**config.mk**
```make
export PLATFORM = sky130hd
export DESIGN_NAME = bcd_delta_tracker
export DESIGN_NICKNAME = d
export VERILOG_FILES = /design/src/rtl/bcd_delta_tracker_pkg.sv /design/src/rtl/bcd_delta_tracker_subtractor.sv /design/src/rtl/bcd_delta_tracker.sv
export SDC_FILE = /design/constraint.sdc
export NUM_CORES = 1
export LEC_CHECK = 0
export ABC_AREA = 1
export BUFFER_PORTS_ARGS = -buffer_cell sky130_fd_sc_hd__buf_2
export CAP_MARGIN = 20
export CORE_UTILIZATION = 60
export CTS_CLUSTER_SIZE = 14
export DETAILED_ROUTE_END_ITERATION = 10
export GPL_TIMING_DRIVEN = 0
export PLACE_DENSITY_LB_ADDON = 0.2
export SLEW_MARGIN = 20
export SYNTH_ARGS = -nofsm -noshare
export SYNTH_HDL_FRONTEND = slang
export SYNTH_SLANG_ARGS = --single-unit
export TNS_END_PERCENT = 20
```
**constraint.sdc**
```tcl
create_clock -name clk -period 19.5 [get_ports clk]
set_clock_uncertainty 0.2 [all_clocks]
set_input_delay 1.95 -clock clk [delete_from_list [all_inputs] [get_ports clk]]
set_output_delay 1.95 -clock clk [all_outputs]
set_load 0.02 [all_outputs]
```
**src/rtl/bcd_delta_tracker_pkg.sv**
```systemverilog
// rtl/bcd_delta_tracker_pkg.sv - shared types and helpers for the BCD delta tracker
package bcd_delta_tracker_pkg;

    localparam int DIGIT_W = 4;
    localparam logic [DIGIT_W-1:0] DIGIT_MAX = 4'd9;

    typedef enum logic [1:0] {
        EMPTY,
        IDLE,
        CALC,
        HOLD
    } state_t;

    typedef struct packed {
        logic [DIGIT_W-1:0] huns;
        logic [DIGIT_W-1:0] tens;
        logic [DIGIT_W-1:0] ones;
    } bcd3_t;

    function automatic logic is_bcd(input bcd3_t v);
        return (v.huns <= DIGIT_MAX) && (v.tens <= DIGIT_MAX) && (v.ones <= DIGIT_MAX);
    endfunction

    function automatic logic [9:0] bcd_to_bin(input bcd3_t v);
        return 10'(v.huns) * 10'd100 + 10'(v.tens) * 10'd10 + 10'(v.ones);
    endfunction

endpackage

```
**src/rtl/bcd_delta_tracker_subtractor.sv**
```systemverilog
// rtl/bcd_delta_tracker_subtractor.sv - combinational |y - x| in 3-digit BCD with sign
import bcd_delta_tracker_pkg::*;

module bcd_subtractor (
    input  bcd3_t x,
    input  bcd3_t y,
    output bcd3_t diff,
    output logic  neg
);

    logic [9:0] x_bin;
    logic [9:0] y_bin;
    logic [9:0] mag;

    always_comb begin
        x_bin = bcd_to_bin(x);
        y_bin = bcd_to_bin(y);
        neg   = (y_bin < x_bin);
        mag   = neg ? (x_bin - y_bin) : (y_bin - x_bin);
        // Inputs are pre-checked BCD, so mag never exceeds 999.
        diff.huns = DIGIT_W'(mag / 10'd100);
        diff.tens = DIGIT_W'((mag / 10'd10) % 10'd10);
        diff.ones = DIGIT_W'(mag % 10'd10);
    end

endmodule

```
**src/rtl/bcd_delta_tracker.sv**
```systemverilog
// rtl/bcd_delta_tracker.sv - tracks successive BCD samples and emits their signed difference
import bcd_delta_tracker_pkg::*;

module bcd_delta_tracker #(
    parameter int CNT_W = 8
) (
    input  logic               clk,
    input  logic               rst_n,
    input  logic               clear,
    input  logic               s_valid,
    output logic               s_ready,
    input  logic [3:0]         s_ones,
    input  logic [3:0]         s_tens,
    input  logic [3:0]         s_huns,
    output logic               d_valid,
    input  logic               d_ready,
    output logic [3:0]         d_ones,
    output logic [3:0]         d_tens,
    output logic [3:0]         d_huns,
    output logic               d_neg,
    output logic               bcd_err,
    output logic [CNT_W-1:0]   d_count
);

    state_t state;
    bcd3_t  ref_r;
    bcd3_t  new_r;
    bcd3_t  d_r;
    bcd3_t  sample;
    bcd3_t  sub_diff;
    logic   sub_neg;
    logic   accept;

    assign sample  = '{huns: s_huns, tens: s_tens, ones: s_ones};
    assign s_ready = ((state == EMPTY) || (state == IDLE)) && !clear;
    assign accept  = s_valid && s_ready;
    assign d_huns  = d_r.huns;
    assign d_tens  = d_r.tens;
    assign d_ones  = d_r.ones;

    bcd_subtractor u_sub (
        .x    (ref_r),
        .y    (new_r),
        .diff (sub_diff),
        .neg  (sub_neg)
    );

    always_ff @(posedge clk or negedge rst_n) begin
        if (!rst_n) begin
            state   <= EMPTY;
            ref_r   <= '0;
            new_r   <= '0;
            d_r     <= '0;
            d_neg   <= 1'b0;
            d_valid <= 1'b0;
            bcd_err <= 1'b0;
            d_count <= '0;
        end else begin
            bcd_err <= 1'b0;
            if (clear) begin
                state   <= EMPTY;
                d_valid <= 1'b0;
                d_neg   <= 1'b0;
                d_count <= '0;
            end else begin
                case (state)
                    EMPTY, IDLE: begin
                        // A malformed sample is dropped without touching state or reference.
                        if (accept) begin
                            if (!is_bcd(sample)) begin
                                bcd_err <= 1'b1;
                            end else if (state == EMPTY) begin
                                ref_r <= sample;
                                state <= IDLE;
                            end else begin
                                new_r <= sample;
                                state <= CALC;
                            end
                        end
                    end
                    CALC: begin
                        d_r     <= sub_diff;
                        d_neg   <= sub_neg;
                        ref_r   <= new_r;
                        d_valid <= 1'b1;
                        state   <= HOLD;
                    end
                    HOLD: begin
                        if (d_ready) begin
                            d_valid <= 1'b0;
                            state   <= IDLE;
                            if (d_count != {CNT_W{1'b1}}) begin
                                d_count <= d_count + CNT_W'(1);
                            end
                        end
                    end
                    default: state <= EMPTY;
                endcase
            end
        end
    end

endmodule

```
; ---- Yosys cells after proc, flatten, opt, wreduce, memory -nomap -nowiden
; Cells that the tools add are included.
[totals]
ff_bits = 49
input_bits = 17
out_inout_bits = 24
word_cells = 89
[op_classes]
add_sub_neg = 7
mul = 4
div = 4
order_cmp = 4
eq_ne = 10
muxes = 24
n_bitwise = 2
n_reduce_logical = 20
[ops]
columns = op, n
row1 = 2-to-1 mux 12 bit, 3
row2 = 2-to-1 mux 8 bit, 4
row3 = case mux 12 bit (2 select lines), 1
row4 = adder 10 x 4 -> 10 bit, 2
row5 = adder 10 x 8 -> 10 bit, 2
row6 = "modulo 10 x 4 -> 10 bit, second input constant", 2
row7 = subtractor 10 bit, 2
row8 = "multiplier 4 x 5 -> 8 bit, second input constant", 2
row9 = "multiplier 4 x 3 -> 7 bit, second input constant", 2
row10 = "<= comparator 4 bit, second input constant", 3
row11 = "divider 10 x 4 -> 10 bit, second input constant", 1
row12 = "divider 10 x 7 -> 10 bit, second input constant", 1
row13 = < comparator 10 bit, 1
row14 = 2-to-1 mux 10 bit, 1
row15 = 2-to-1 mux 2 bit, 5
row16 = AND reduction 5 bit, 2
row17 = nonzero test 2 bit, 5
row18 = "inequality test 3 bit, second input constant", 3
row19 = "adder 8 x 1 -> 8 bit, second input constant", 1
row20 = 2-to-1 mux 1 bit, 8
row21 = "inequality test 8 bit, second input constant", 1
row22 = "inequality test 2 bit, second input constant", 3
row23 = case mux 2 bit (3 select lines), 1
row24 = AND reduction 3 bit, 2
row25 = other kinds (11), 17

; ---- Longest topological paths before layout
; Gate-level depths: netlist (run 1).
[depth]
word_depth = 7
depth_mapped = 77

; ---- Cells and area by module
; A second synthesis (run 1) with hierarchy kept.
[unflattened]
hier_cells = 962
hier_area_um2 = 6810.3
[by_module_without_submodules]
columns = mod, instances, cells_each, area_per_inst_um2, seq_area_each_um2
row1 = bcd_subtractor, 1, 706, 4405.5, 0.0
row2 = bcd_delta_tracker, 1, 256, 2404.8, 1226.2

; ---- Worst setup path before layout (run 1)
; Ideal clock, no wire load.
[synth_path]
path_type = reg-to-reg
startpoint = register ref_r[5] (netlist bit)
endpoint = register d_r (netlist bit d_tens[3])
setup_ns = 0.117
arrival_ns = 8.737
t_required_ns = 19.183
slack_ns = 10.446
path_stages_with_launch = 71
path_buffers = 0
cell_sequence = dfrtp_1 ha_1 ha_1 fa_1 ha_1 ha_1 nand2_1 o21ai_0 a21oi_1 o21bai_1 xor2_1 inv_1 ha_1 nand2_2 inv_1 a21oi_2 nand3_4 inv_4 [... 35 more ...] nand2_1 nand2_1 o21ai_0 nand2_1 inv_1 ha_1 nand3_1 nor2_4 nand3_2 nand3_4 nand2_2 and2_2 ha_1 xnor2_1 nand2_1 nand2_1 nand2_1 nand2_1
[synth_via]
elab_chain_len = 7
[synth_rtl]
columns = item, line
row1 = from (decl), bcd_delta_tracker.sv:26  ; bcd3_t ref_r;
row2 = from (signal assigned), bcd_delta_tracker.sv:73  ; ref_r <= sample;
row3 = from (signal assigned), bcd_delta_tracker.sv:84  ; ref_r <= new_r;
row4 = multiplier 4 x 3 -> 7 bit *, bcd_delta_tracker_pkg.sv:25  ; return 10'(v.huns) * 10'd100 + 10'(v.tens) * 10'd10 + 10'(v.ones);
row5 = adder 10 x 8 -> 10 bit *, bcd_delta_tracker_pkg.sv:25
row6 = adder 10 x 4 -> 10 bit *, bcd_delta_tracker_pkg.sv:25
row7 = subtractor 10 bit / < comparator 10 bit (equally long branches), "bcd_delta_tracker_subtractor.sv:19, bcd_delta_tracker_subtractor.sv:18"
row8 = 2-to-1 mux 10 bit *, bcd_delta_tracker_subtractor.sv:19  ; mag = neg ? (x_bin - y_bin) : (y_bin - x_bin);
row9 = divider 10 x 4 -> 10 bit *, bcd_delta_tracker_subtractor.sv:22  ; diff.tens = DIGIT_W'((mag / 10'd10) % 10'd10);
row10 = modulo 10 x 4 -> 10 bit *, bcd_delta_tracker_subtractor.sv:22
row11 = to (signal assigned), bcd_delta_tracker.sv:82  ; d_r <= sub_diff;
row12 = to (decl), bcd_delta_tracker.sv:28  ; bcd3_t d_r;
; Every way passes the cells marked *; elsewhere a longest branch is shown, timed or not.
; A chain may end at the register's enable or synchronous reset.

; ---- Worst setup path in the final report (run 1)
; Ends and elaborated chain as after synthesis.

==> results of run 1 <==
==> Yosys cell counts (all sizes together) (6+ instances only) <==
cell    number  share of area, %
dfrtp       49                18
nor2        68               5.0
clkbuf       7              0.39
nor3         8              0.66
nand2      291                20
xnor2        9               1.2
a21oi       39               3.3
inv        158               8.8
nand4       11               1.3
o211ai       6              0.66
a31oi       11               1.0
fa          12               3.5
o21ai       43               3.3
ha          81                15
nand3       92               9.2
xor2        27               3.6
==> logic make-up (layout without fill, tap and decap cells) <==
family                   after synthesis  after routing  synth area share (%)
AND/OR/NAND/NOR                      481            481                  37.6
buffers and inverters                174            222                  10.5
AO/OA/AOI/OAI                        113            113                  10.1
adder cells (fa/ha/maj)               93             93                  18.5
flip-flops                            49             49                  18.1
XOR/XNOR                              36             36                  4.76
multiplexers                           3              3                 0.480
==> area by class of cell <==
cell class	count	area [um^2]
flip-flops and latches	49	1230
well taps	140	175
inverters	162	628
repair buffers	40	203
fillers	968	3600
multi-input cells	726	4850
clock inverters	1	30.0
clock buffers	7	143
plain buffers	12	82.6
==> metrics by stage <==
step / hold WS (ps) / util, % / cell area [um^2] / instances
after floorplan: 253 / - / 6780 / 949
after global placement: 258 / 65.5 / 7160 / 1129
after detailed placement: 264 / 65.5 / 7160 / 1129
after CTS: 280 / 67.0 / 7330 / 1137
after global routing: 305 / 67.1 / 7330 / 1137
final: 278 / 67.1 / 7330 / 1137
==> critical path: cells and delay by family (launching register included) <==
kind | cells | cell delay (ps)
AND/OR/NAND/NOR | 44 | 4570
adder cells (fa/ha/maj) | 10 | 2730
AO/OA/AOI/OAI | 7 | 1330
buffers and inverters | 7 | 520
flip-flops | 1 | 430
XOR/XNOR | 2 | 360
==> metal layers <==
metal | wire length [um] | vias up | global-route usage (%)
met3 | 381 | 12 | 1.69
met2 | 6360 | 97 | 43.3
li1 | - | 3136 | -
met5 | 0 | - | 0
met1 | 6920 | 2701 | 34.7
met4 | 128 | 0 | 3.96
==> state kept, by name (all words and copies together), names as in the netlist <==
name     count
d_neg        1
d_count      8
d_valid      1
bcd_err      1
d_ones       4
d_huns       4
d_tens       4
new_r       12
ref_r       12
state        2
==> worst min-delay path by stage <==
stage	slack, ps	cells after the start	from	to
after global placement	260	2	d_tens[3]$_DFFE_PN0P_	d_tens[3]$_DFFE_PN0P_
final	280	2	d_tens[3]$_DFFE_PN0P_	d_tens[3]$_DFFE_PN0P_
after detailed placement	260	2	d_tens[3]$_DFFE_PN0P_	d_tens[3]$_DFFE_PN0P_
after floorplan	250	2	new_r[3]$_DFFE_PN0P_	new_r[3]$_DFFE_PN0P_
after CTS	280	2	d_tens[3]$_DFFE_PN0P_	d_tens[3]$_DFFE_PN0P_
after global routing	300	2	d_ones[3]$_DFFE_PN0P_	d_ones[3]$_DFFE_PN0P_
==> cell usage in the layout, fill, tap and decap left out, types with 15 or more instances in the layout <==
cell,count
nand2_1,227
inv_1,147
ha_1,81
nand3_1,70
nor2_1,52
dfrtp_1,49
nand2_2,39
buf_2,39
o21ai_0,37
a21oi_1,35
xor2_1,26
nand2_4,25
nand3_2,15
==> impl_metrics.json, run 1 <==
{
  "synth_edf_count": 0,
  "cp-start-kind": "register",
  "cap_violations": 0,
  "post-route-period-util_pct": 52.5,
  "grt_max_degree": 50,
  "hold_path_class": "register to register",
  "cts.reportedPaths.clkPinSlew_ps": 70,
  "area_delta_synth_final_pct": 8.12,
  "reg2reg_to": "d_tens[3]$_DFFE_PN0P_",
  "drc": 0,
  "grt_pass1_wl_um": 24100,
  "drt_wl_total_um": 13800,
  "dpl_worst_slack_ps": 9290,
  "relSlewSlack_pct": 53.1,
  "cts_setup_buffers": 0,
  "core_um2": 10900,
  "grt_pass1_vias": 5489,
  "nNetsFinal": 1106,
  "worst_slew_pin_slew_ps": 698,
  "cts_made_buffers": 5,
  "antenna_found_initial": 0,
  "cts_resized": 0,
  "ys_ff_latch": 49,
  "netlist_area_um2": 6780,
  "critPathCaptureType": "register",
  "avgRoutedWirePerCell_um": 12.1,
  "synth_cells": 949,
  "hold_buffers": 0,
  "path_common_cell": "nand2_1",
  "status": "finished, final reports clean",
  "r2r_start": "ref_r[5]$_DFFE_PN0P_",
  "fin_crit_ps": 10230,
  "crit_fanout": 10,
  "cp.arrival_ps": 10260,
  "cts_max_path_buffers": 2,
  "io_buffers": 40,
  "setup_violations": 0,
  "drive_gt1_share_pct": 18.4,
  "final-max-slew-violation-count": 0,
  "critical-path-max-stage-delay_ps": 460,
  "final_hold_viol_count": 0,
  "worstSetupEndpoint": "d_tens[3]$_DFFE_PN0P_",
  "yosys_warnings": 0,
  "dr_total_vias": 5946,
  "drt_iter0_markers": 317,
  "ys_types": 58,
  "dieArea_um2": 11700,
  "fp.dieW_um": 108,
  "track_usage_pct": 25.0,
  "hpwl_um": 11400,
  "viasPerCell": 5.23,
  "crit_required_ps": 19530,
  "cts_sinks": 49,
  "h-tree-depth": 2,
  "ys.flop_type": "dfrtp_1",
  "critPathKind": "register to register",
  "setup_tns_ps": 0,
  "drtAntennaViolNets": 0,
  "reg2reg_depth": 70,
  "synth_fp_nets": 1059,
  "synth.avg_cell_area_um2": 7.15,
  "gp_congestion": 0.857,
  "cts_tree": "done",
  "drtPass1Iterations": 5,
  "initial_core_util_pct": 62.0,
  "async_flop_share_pct": 100,
  "clk_latency_ps": 290,
  "grt-ovfl-total": 0,
  "r2r_setup_slack_ps": 9270,
  "core.rowCount": 38,
  "cp_slowest_cell": "fa_1",
  "setup_ws_ps": 9270,
  "clockRootBuffer": "clkbuf_16",
  "seq_area_frac_synth_pct": 18.1,
  "dieHeight_um": 108,
  "ioPinCount": 41,
  "fmax_ghz": 0.0978,
  "rsz0062_at_grt": "no",
  "n_antenna_cell": 0,
  "crit_start": "ref_r[5]$_DFFE_PN0P_"
}
Power of run 1 is left out: the tool's default activity adds up to more than one toggle a clock period on the data nets, which glitch-free logic cannot reach.
==> run 2: changes to the inputs <==
Settings changed: ABC_AREA 1 to 0.
Clock period 19.5 ns to 9.5 ns, I/O delays scaled along.
==> impl_metrics.json, run 2 <==
{
  "reg_top3": "new_r x12, ref_r x12, d_count x8",
  "synth.avg_cell_area_um2": 8.06,
  "gp_congestion": 0.915,
  "drtAntennaViolNets": 0,
  "path_common_cell": "ha_4",
  "final_common_cell": "nand2_1",
  "nNetsFinal": 1054,
  "synth_fp_nets": 945,
  "ys_types": 94,
  "mostFrequentLayoutCells": "72 x nand2_1, 67 x inv_1, 63 x buf_4",
  "post-route-period-util_pct": 108,
  "setup_ws_ps": -731,
  "synth_most_common_cell": "ha_1",
  "fill_cells": 672,
  "cp_slowest_cell": "fa_2",
  "final_hold_viol_count": 0,
  "fp.dieW_um": 108,
  "clk_latency_ps": 310,
  "status": "complete, but fails checks",
  "drtPass1Iterations": 6,
  "async_flop_share_pct": 100,
  "dr_total_vias": 6907,
  "io_buffers": 39,
  "cp-start-kind": "register",
  "yosysTopAreaCell": "dfrtp_1",
  "worst_slew_pin_slew_ps": 967,
  "cp.arrival_ps": 10260,
  "n_antenna_cell": 0,
  "core_um2": 10900,
  "viasPerCell": 6.37,
  "setup_violations": 3,
  "grt_max_degree": 50,
  "dieHeight_um": 108,
  "drt_iter0_markers": 570,
  "setup_tns_ps": -2170,
  "grt_pass1_wl_um": 29400,
  "yosys_warnings": 0,
  "relSlewSlack_pct": 35.3,
  "fin_crit_ps": 10230,
  "multiInputGateArea_um2": 5790,
  "initial_core_util_pct": 61.8,
  "track_usage_pct": 30.8,
  "seq_area_frac_synth_pct": 18.2,
  "grt_pass1_vias": 6479,
  "critPathCaptureType": "register",
  "grt-ovfl-total": 0,
  "synth_cells": 835,
  "fin_util_pct": 77.7,
  "clockRootBuffer": "clkbuf_8",
  "critical-path-max-stage-delay_ps": 580,
  "cts_max_path_buffers": 2,
  "ys_ff_latch": 49,
  "rsz0062_at_grt": "yes",
  "crit_required_ps": 9520,
  "synth_top_area_share_pct": 18.2,
  "drive_gt1_share_pct": 27.0,
  "drc": 0,
  "h-tree-depth": 2,
  "cts_made_buffers": 5,
  "cts_sinks": 49,
  "synth_edf_count": 0,
  "cap_violations": 0,
  "cts.reportedPaths.clkPinSlew_ps": 100,
  "area_delta_synth_final_pct": 25.7,
  "ioPinCount": 41,
  "core.rowCount": 38,
  "drt_wl_total_um": 19600,
  "netlist_area_um2": 6730,
  "antenna_found_initial": 0,
  "hold_path_class": "register to register",
  "synthTopCellsByCount": "81 x ha_1, 76 x nand2_1, 74 x inv_1",
  "final-max-slew-violation-count": 0,
  "ys.flop_type": "dfrtp_1",
  "hpwl_um": 13100,
  "violations": "negative setup slack",
  "avgRoutedWirePerCell_um": 18.1,
  "critPathKind": "register to register",
  "ff_latch_area_um2": 1230,
  "dieArea_um2": 11600,
  "cts_tree": "done",
  "fmax_ghz": 0.0977,
  "crit_fanout": 4,
  "synth.top_cells.by_area": "dfrtp_1 18%, ha_1 15%, a21oi_1 4.4%"
}
==> run 2: final timing paths <==
kind,start,end,slack [ps],cells after the start
worst max-delay path,new_r[4]$_DFFE_PN0P_,d_tens[2]$_DFFE_PN0P_,-730,54
worst min-delay path,ref_r[3]$_DFFE_PN0P_,ref_r[3]$_DFFE_PN0P_,290,2
worst max register to register,new_r[4]$_DFFE_PN0P_,d_tens[2]$_DFFE_PN0P_,-730,54
worst min register to register,ref_r[3]$_DFFE_PN0P_,ref_r[3]$_DFFE_PN0P_,290,2
max in group asynchronous,rst_n,ref_r[6]$_DFFE_PN0P_,8200,1
min in group asynchronous,rst_n,d_count[1]$_DFFE_PN0P_,440,1
==> run 2: routing by layer <==
metal | vias to the layer above | share of wire (%) | track usage [%]
met4 | 0 | 2.9 | 7.73
met2 | 306 | 50 | 55.9
met3 | 60 | 5.4 | 2.60
met1 | 3281 | 41 | 39.3
li1 | 3260 | - | -
met5 | - | 0 | 0
==> run 2: kinds of logic (layout without fill, tap and decap cells) <==
group / count (synthesis) / after routing / share of synthesized area [%]
AO/OA/AOI/OAI: 262 / 262 / 27.2
AND/OR/NAND/NOR: 236 / 236 / 17.2
buffers and inverters: 112 / 222 / 6.58
adder cells (fa/ha/maj): 97 / 97 / 19.2
flip-flops: 49 / 49 / 18.2
XOR/XNOR: 43 / 43 / 5.93
multiplexers: 36 / 36 / 5.65
==> run 2: metrics by stage <==
step                      setup WS, ps  instances  cell area [um^2]  hold WS (ps)
after floorplan                   -560        835              6950           250
after global placement           -1470       1014              7320           269
after detailed placement         -1680       1014              7320           272
after CTS                         -775       1065              7980           297
after global routing             -1140       1085              8460           329
final                             -731       1085              8460           291
==> run 2: timing repair <==
action	CTS	global route
endpoints found under the setup margin	7	8
endpoints found under the hold margin	0	0
hold buffers	0	0
pin swaps	45	66
setup buffers	43	20
gates resized for setup	47	52
==> run 2: critical path, delay by kind of cell (launching register included) <==
| family | cells | cell delay (ps) |
|---|---|---|
| fa+ha+maj | 8 | 2090 |
| compound gates | 21 | 4040 |
| xor+xnor | 3 | 520 |
| mux | 1 | 290 |
| simple gates | 13 | 1770 |
| flops | 1 | 450 |
| buf+inv | 8 | 740 |
==> run 2: final cells by class <==
| cell class | instances | area share [%] |
|---|---|---|
| Buffer | 36 | 2.31 |
| Clock buffer | 5 | 0.814 |
| Clock inverter | 3 | 0.296 |
| Inverter | 76 | 3.49 |
| Multi-Input combinational cell | 674 | 68.5 |
| Sequential cell | 49 | 14.5 |
| Tap cell | 140 | 2.07 |
| Timing Repair Buffer | 102 | 7.97 |
Power of run 2 is left out for the same reason.
==> run 3: changes to the inputs <==
Settings changed: CELL_PAD_IN_SITES_DETAIL_PLACEMENT from default to 2, CELL_PAD_IN_SITES_GLOBAL_PLACEMENT from default to 2, CORE_UTILIZATION 60 to 38, CTS_CLUSTER_SIZE 14 to 20.
==> impl_metrics.json, run 3 (synthesized netlist as in run 2, its figures left out) <==
{
  "antenna_found_initial": 0,
  "track_usage_pct": 33.4,
  "clockRootBuffer": "clkbuf_16",
  "instances_no_fill": 1189,
  "setup_violations": 8,
  "fp.dieW_um": 135,
  "ioPinCount": 41,
  "final_area_um2": 9000,
  "cp.arrival_ps": 11240,
  "grt-ovfl-total": 0,
  "core.rowCount": 48,
  "drt_iter0_markers": 497,
  "reg2reg_to": "d_tens[3]$_DFFE_PN0P_",
  "drtPass1Iterations": 5,
  "status": "complete, but fails checks",
  "area_delta_synth_final_pct": 33.7,
  "multiInputGateArea_um2": 5970,
  "nNetsFinal": 1073,
  "cap_violations": 0,
  "final-max-slew-violation-count": 0,
  "drc": 0,
  "cts_sinks": 49,
  "critical-path-max-stage-delay_ps": 520,
  "h-tree-depth": 2,
  "initial_core_util_pct": 38.9,
  "dr_total_vias": 8120,
  "cts.reportedPaths.clkPinSlew_ps": 80,
  "r2r_setup_slack_ps": -1720,
  "fin_crit_ps": 11220,
  "relSlewSlack_pct": 22.7,
  "ff_latch_area_um2": 1230,
  "avgRoutedWirePerCell_um": 33.5,
  "viasPerCell": 6.83,
  "mostFrequentLayoutCells": "80 x buf_4, 72 x nand2_1, 58 x inv_1",
  "reg_top3": "new_r x12, ref_r x12, d_count x8",
  "hold_depth": 2,
  "hpwl_um": 18300,
  "crit_fanout": 10,
  "setup_ws_ps": -1720,
  "critPathKind": "register to register",
  "fin_util_pct": 52.0,
  "gp_congestion": 0.872,
  "violations": "negative setup slack",
  "place_area_um2": 7430,
  "grt_pass1_wl_um": 47000,
  "io_buffers": 39,
  "cts_tree": "done",
  "crit_start": "new_r[5]$_DFFE_PN0P_",
  "final_common_cell": "buf_4",
  "cp_slowest_cell": "fa_1",
  "grt_pass1_vias": 8145,
  "final_hold_viol_count": 0,
  "worst_slew_pin_slew_ps": 1160,
  "r2r_start": "new_r[5]$_DFFE_PN0P_",
  "drt_wl_total_um": 39800,
  "fill_cells": 1814,
  "cts_made_buffers": 5,
  "rsz0062_at_grt": "yes",
  "dieHeight_um": 135,
  "clk_latency_ps": 310,
  "cp-start-kind": "register",
  "crit_required_ps": 9520,
  "drive_gt1_share_pct": 33.1,
  "critPathCaptureType": "register",
  "hold_buffers": 0,
  "reg2reg_depth": 44,
  "core_um2": 17300,
  "hold-path-endpoint": "d_ones[2]$_DFFE_PN0P_",
  "dp_cells": 1099,
  "post-route-period-util_pct": 118,
  "drtAntennaViolNets": 0,
  "fmax_ghz": 0.0891,
  "path_common_cell": "buf_4",
  "n_antenna_cell": 0,
  "dieArea_um2": 18300,
  "min_from": "d_ones[2]$_DFFE_PN0P_",
  "hold_path_class": "register to register",
  "grt_max_degree": 50,
  "cts_max_path_buffers": 2,
  "hold_slack_ps": 361
}
[run 3: changes by cell type in the layout (fill, tap and decap cells not counted), sizes merged]
cell | before | now
clkbuf | 31 | 32
bufinv | 0 | 1
inv | 77 | 76
buf | 112 | 130
[run 3: per-layer routing]
metal  routed length, um  part of all wire [%]  track usage [%]  up-vias
li1                    -                     -                -     3304
met1               14700                    37             38.2     4135
met2               20000                    50             63.2      487
met3                2370                   6.0             3.27      194
met4                2720                   6.8             12.9        0
met5                   0                     0                0        -
[run 3: critical path, delay by kind of cell (launching register included)]
kind,cells,cell delay (ps)
mux,1,210
flops,1,460
xor+xnor,3,880
fa+ha+maj,6,2100
compound gates,15,3430
buf+inv,10,1690
simple gates,9,2130
[run 3: cell type report]
cell class	instances	share of cell area (%)
Multi-Input combinational cell	674	66.4
Sequential cell	49	13.7
Timing Repair Buffer	123	9.51
Inverter	76	3.29
Tap cell	225	3.13
Buffer	34	2.15
Clock buffer	5	1.39
Clock inverter	3	0.487
[run 3: how the worst max path moves through the flow]
stage / to / slack [ps] / cells past startpoint
4_1_cts: d_tens[2]$_DFFE_PN0P_ / -840 / 52
3_5_place_dp: d_tens[3]$_DFFE_PN0P_ / -2180 / 53
5_1_grt: d_tens[3]$_DFFE_PN0P_ / -1990 / 46
2_1_floorplan: d_tens[2]$_DFFE_PN0P_ / -560 / 52
3_3_place_gp: d_tens[3]$_DFFE_PN0P_ / -1690 / 53
6_report: d_tens[3]$_DFFE_PN0P_ / -1720 / 44
[run 3: metrics by stage]
step	setup WS, ps	setup TNS [ps]
finish	-1720	-8750
global route	-1990	-10910
CTS	-845	-2500
detailed placement	-2180	-9370
global placement	-1690	-5950
floorplan	-560	-1510
[run 3: what timing repair did]
| item | CTS | global route |
|---|---|---|
| cloned | 0 | 0 |
| endpoints found under the setup margin | 8 | 8 |
| pin swaps | 52 | 82 |
| setup buffers | 50 | 34 |
| resized for setup | 74 | 85 |
Power of run 3 is left out for the same reason.
